**src/rtl/cpu_sequencer_pkg.sv**
```systemverilog
// Shared phase encodings for the CPU instruction-cycle sequencer.
// The same values drive the debug LED mapping, so keep them stable.
package cpu_sequencer_pkg;

   localparam int PHASE_W = 3;

   typedef enum logic [PHASE_W-1:0] {
      PH_IDLE   = 3'd0,
      PH_FETCH  = 3'd1,
      PH_DECODE = 3'd2,
      PH_EXEC   = 3'd3,
      PH_INWAIT = 3'd4,
      PH_HALTED = 3'd5
   } phase_t;

endpackage

```
**src/rtl/cpu_sequencer_sync_edge.sv**
```systemverilog
// sync_edge: two-flop synchronizer for an asynchronous push-button,
// followed by a one-cycle rising-edge pulse.
module sync_edge (
   input  logic Clock,
   input  logic Reset,
   input  logic din,
   output logic pulse
);

   logic sync_1;
   logic sync_2;
   logic sync_q;

   always_ff @(posedge Clock or negedge Reset) begin
      if (!Reset) begin
         sync_1 <= 1'b0;
         sync_2 <= 1'b0;
         sync_q <= 1'b0;
      end else begin
         sync_1 <= din;
         sync_2 <= sync_1;
         sync_q <= sync_2;
      end
   end

   assign pulse = sync_2 & ~sync_q;

endmodule

```
**src/rtl/cpu_sequencer.sv**
```systemverilog
// Instruction-cycle sequencer: paces FETCH/DECODE/EXEC from a Turbo-selectable
// prescaler and strobes the datapath. Optional macro SINGLE_STEP_EN adds Step pacing.
//
// state     | meaning
// ----------+-----------------------------------------------
// PH_IDLE   | after reset, waiting for the first tick
// PH_FETCH  | instruction latched at IP, IP incremented
// PH_DECODE | decode flags (Halt, NeedInput) are valid
// PH_EXEC   | decoded instruction executes
// PH_INWAIT | input instruction stalled until a Sample edge
// PH_HALTED | HALT executed; only Reset leaves
module cpu_sequencer
   import cpu_sequencer_pkg::*;
#(
   parameter int SLOW_DIV = 10000000,
   parameter int DIV_W    = 24
) (
   input  logic               Clock,
   input  logic               Reset,
   input  logic               Turbo,
   input  logic               Sample,
   input  logic               NeedInput,
   input  logic               OutReq,
   input  logic               Halt,
`ifdef SINGLE_STEP_EN
   input  logic               StepMode,
   input  logic               Step,
`endif
   output logic               FetchEn,
   output logic               ExecEn,
   output logic               InLatch,
   output logic               Dval,
   output logic [PHASE_W-1:0] Phase
);

   localparam logic [DIV_W-1:0] DIV_TC  = DIV_W'(SLOW_DIV - 1);
   localparam logic [DIV_W-1:0] DIV_ONE = DIV_W'(1);

   logic             turbo_s1;
   logic             turbo_s;
   logic             turbo_q;
   logic             turbo_chg;
   logic [DIV_W-1:0] div_cnt;
   logic             div_tick;
   logic             cnt_hold;
   logic             tick;
   logic             sample_rise;
   logic             out_pend;
   phase_t           state;

   always_ff @(posedge Clock or negedge Reset) begin
      if (!Reset) begin
         turbo_s1 <= 1'b0;
         turbo_s  <= 1'b0;
         turbo_q  <= 1'b0;
      end else begin
         turbo_s1 <= Turbo;
         turbo_s  <= turbo_s1;
         turbo_q  <= turbo_s;
      end
   end

   // A Turbo change restarts the prescaler so the next slow phase is full length.
   assign turbo_chg = turbo_s ^ turbo_q;
   assign div_tick  = !turbo_chg && (turbo_s || (div_cnt == DIV_TC));

   sync_edge u_sample_edge (
      .Clock (Clock),
      .Reset (Reset),
      .din   (Sample),
      .pulse (sample_rise)
   );

`ifdef SINGLE_STEP_EN
   logic step_rise;

   sync_edge u_step_edge (
      .Clock (Clock),
      .Reset (Reset),
      .din   (Step),
      .pulse (step_rise)
   );

   assign cnt_hold = StepMode;
   assign tick     = StepMode ? step_rise : div_tick;
`else
   assign cnt_hold = 1'b0;
   assign tick     = div_tick;
`endif

   always_ff @(posedge Clock or negedge Reset) begin
      if (!Reset) begin
         div_cnt <= '0;
      end else if (cnt_hold || turbo_chg || turbo_s || (div_cnt == DIV_TC)) begin
         div_cnt <= '0;
      end else begin
         div_cnt <= div_cnt + DIV_ONE;
      end
   end

   always_ff @(posedge Clock or negedge Reset) begin
      if (!Reset) begin
         state    <= PH_IDLE;
         FetchEn  <= 1'b0;
         ExecEn   <= 1'b0;
         InLatch  <= 1'b0;
         Dval     <= 1'b0;
         out_pend <= 1'b0;
      end else begin
         FetchEn <= 1'b0;
         ExecEn  <= 1'b0;
         InLatch <= 1'b0;
         Dval    <= 1'b0;
         case (state)
            PH_IDLE: begin
               if (tick) begin
                  state   <= PH_FETCH;
                  FetchEn <= 1'b1;
               end
            end
            PH_FETCH: begin
               if (tick) state <= PH_DECODE;
            end
            PH_DECODE: begin
               if (tick) begin
                  if (Halt) begin
                     state <= PH_HALTED;
                  end else if (NeedInput) begin
                     state <= PH_INWAIT;
                  end else begin
                     state  <= PH_EXEC;
                     ExecEn <= 1'b1;
                  end
               end
            end
            PH_INWAIT: begin
               if (sample_rise) begin
                  state   <= PH_EXEC;
                  ExecEn  <= 1'b1;
                  InLatch <= 1'b1;
               end
            end
            PH_EXEC: begin
               // OutReq is only meaningful in the ExecEn cycle; a one-cycle EXEC
               // (Turbo) leaves on that same cycle, hence the bypass.
               if (ExecEn) out_pend <= OutReq;
               if (tick) begin
                  state   <= PH_FETCH;
                  FetchEn <= 1'b1;
                  Dval    <= ExecEn ? OutReq : out_pend;
               end
            end
            PH_HALTED: state <= PH_HALTED;
            default:   state <= PH_IDLE;
         endcase
      end
   end

   assign Phase = state;

endmodule
```
**config.mk**
```make
export PLATFORM = sky130hd
export DESIGN_NAME = cpu_sequencer
export DESIGN_NICKNAME = d
export VERILOG_FILES = /design/src/rtl/cpu_sequencer_pkg.sv /design/src/rtl/cpu_sequencer_sync_edge.sv /design/src/rtl/cpu_sequencer.sv
export SDC_FILE = /design/constraint.sdc
export NUM_CORES = 1
export LEC_CHECK = 0
export ABC_AREA = 1
export CAP_MARGIN = 40
export CELL_PAD_IN_SITES_DETAIL_PLACEMENT = 1
export CELL_PAD_IN_SITES_GLOBAL_PLACEMENT = 2
export CORE_MARGIN = 2
export CORE_UTILIZATION = 35
export DETAILED_ROUTE_END_ITERATION = 16
export PLACE_DENSITY = 0.81
export SLEW_MARGIN = 20
export SYNTH_ARGS = -nofsm -noshare
export SYNTH_HDL_FRONTEND = slang
export SYNTH_SLANG_ARGS = --single-unit
```
**constraint.sdc**
```tcl
create_clock -name Clock -period 2.02 [get_ports Clock]
set_clock_uncertainty 0.15 [all_clocks]
set_input_delay 0.202 -clock Clock [delete_from_list [all_inputs] [get_ports Clock]]
set_output_delay 0.202 -clock Clock [all_outputs]
set_load 0.02 [all_outputs]
```
==> flow_summary.yaml <==
drt:
  first_pass_iters: 4
  drcViolationCount: 0
  via_per_inst: 4.76
  first_iter_violations: 52
  wl_per_cell_microns: 14.6
  routed_wl_microns: 5060
  postRouteAntennaNets: 0
  dr_total_vias: 1647
hold_path:
  hold_class: "in -> reg"
  hp-start: "Sample"
cells_and_area:
  layout_commonest_cell: "nand2_1"
  finalNetCount: 282
  final_cell_mix: "49 x nand2_1, 46 x nor2_1, 38 x dfrtp_1"
  antenna_cells: 0
  syn_to_final_growth_pct: 18.1
  drive_gt1_frac: 0.117
  largest_register: "div_cnt"
  largest_reg_flops: 24
grt:
  grt_pass1_vias: 1703
  met1_usage: 0.254
  grt_use_met3: 0.0341
  grt_pass1_wl_microns: 8600
  overflow: 0
  antenna_found_initial: 0
  grt.busiest_layer: "met2"
  grt_usage: 0.181
  grt_max_degree: 39
  use_met2: 0.283
yosys:
  synth_top_area_frac: 0.479
  synthCells: 248
  synth_nets: 257
  syn-cell-area_sq_mm: 0.00199
  synth_area_leaders: "dfrtp_1 48%, nand2_1 9.3%, nor2_1 8.7%"
  yosys.area.top_type: "dfrtp_1"
  avgSynthCellArea_sq_um: 8.01
  yosysUniqueCellTypes: 30
  yosys_register_bits: 38
  ys_seq_area_frac: 0.479
  ys_warn_count: 0
timing:
  hold_violations: 0
  setup_viol: 0
  fin_crit_sh: 0.887
  setup_tns_ns: 0
  final.setup.worst_slack_ns: 0.229
  finalMaxSlewViolations: 0
  worst_pin_slew_ns: 0.438
  maxSlewHeadroom: 0.705
  clock.fmax_mhz: 558
  period_minus_slack_ns: 1.79
  rsz0062_at_grt: "no"
power_and_ir_drop:
  swShare: 0.304
  p_per_area_mw_per_mm2: 752
  leakage_nw: 1.01
  seq_power_share: 0.489
  combPwrFrac: 0.197
  clkPwrFrac: 0.315
  power_switching_mw: 0.537
  internal-power_mw: 1.23
  ir_worst_vdd_v: 0.000488
run:
  max-cap-violations: 0
clocking:
  clockBufferDepth: 2
  clock_latency_ns: 0.30
  cts.sinks: 38
  cts_tree: "yes"
  cts_buffers: 5
  clk_pin_slew_ns: 0.07
  cts_max_level: 2
  ctsResizeCount: 0
  clock-root-buffer: "clkbuf_8"
floorplan:
  die_area_sq_mm: 0.00630
  num_rows: 27
  pin_count: 14
  dieHeight_microns: 79.3
  die_w_microns: 79.3
  core_sq_mm: 0.00551
  start_util: 0.361
placement:
  place_hpwl_microns: 3850
  io_buffers: 13
  place_congestion: 0.796
  place_ws_ns: 0.239
setup_path:
  path_class: "reg -> reg"
  crit_fanout: 10
  cp.arrival_ns: 1.85
  critPathLaunchType: "flip-flop"
  crit_start: "div_cnt[0]"
  r2r-start: "div_cnt[0]"
  required_ns: 2.08
  critPathCaptureType: "flip-flop"
outcome:
  status: "finished, final reports clean"
==> cells by family after synthesis <==
kind of cell    synth area share
fa+ha+maj                 0.0126
xor+xnor                  0.0309
simple gates               0.336
compound gates            0.0737
flops                      0.479
buf+inv                   0.0680
==> timing repair <==
item	4_1_cts	5_1_grt
hold endpoints to repair	38	0
buffers inserted	0	0
hold buffers	1	0
==> layer usage <==
metal / vias up / part of all wire
met3: 9 / 0.019
li1: 840 / -
met1: 786 / 0.53
met4: 0 / 0.014
met5: - / 0
met2: 12 / 0.44
==> area by class of cell <==
cell class                      instances  area [sq um]
Multi-Input combinational cell        175           901
Timing Repair Buffer                   19           185
Clock inverter                          1          5.00
Inverter                               34           128
Clock buffer                            7          86.3
Tap cell                               72          90.1
Sequential cell                        38           951
Fill cell                             686          3160
==> stage by stage <==
step | cells | hold slack, ns | cell area (sq um) | util | total power [mW]
CTS | 346 | 0.190 | 2350 | 0.426 | 1.78
global route | 346 | 0.199 | 2350 | 0.426 | 1.87
detailed placement | 337 | 0.0438 | 2240 | 0.408 | 1.23
floorplan | 248 | -0.244 | 1990 | - | 1.07
finish | 346 | 0.194 | 2350 | 0.426 | 1.77
global placement | 337 | 0.0376 | 2240 | 0.408 | 1.22
==> synthesized netlist by cell type (all sizes together) <==
cell     n
nand3   13
xor2     4
a31oi    1
xnor2    3
nor2    50
buf      1
or2      1
clkinv   1
nor3    13
inv     33
dfrtp   38
o211ai   2
a21oi   11
nand4    5
nor3b    1
ha       2
o21ai   11
nor4     2
o21bai   1
nand2   55
==> worst max-delay path: stages (launching register included) <==
cell	delay, ns
dfrtp_1	0.41
ha_1	0.29
nand3_1	0.14
nor2_1	0.07
nand3_2	0.09
nand2_2	0.10
inv_2	0.20
nand2_1	0.09
a21oi_1	0.16
==> power groups by stage <==
stage               Combinational, mW  Sequential (mW)  Clock [mW]
finish                          0.347            0.862       0.556
global route                    0.399            0.872       0.595
CTS                             0.353            0.863       0.568
detailed placement              0.349            0.878           0
global placement                0.344            0.874           0
floorplan                       0.161            0.907           0
==> final timing paths <==
kind                                              to  slack [ns]  depth (start not counted)
worst max-delay path                      div_cnt[4]        0.23                          8
worst min-delay path            u_sample_edge.sync_1        0.19                          1
worst max register to register            div_cnt[4]        0.23                          8
worst min register to register               turbo_s        0.21                          0
max in group asynchronous                div_cnt[18]        1.26                          3
min in group asynchronous                div_cnt[11]        0.24                          3
Note: power is estimated with default switching activity, not from simulation.
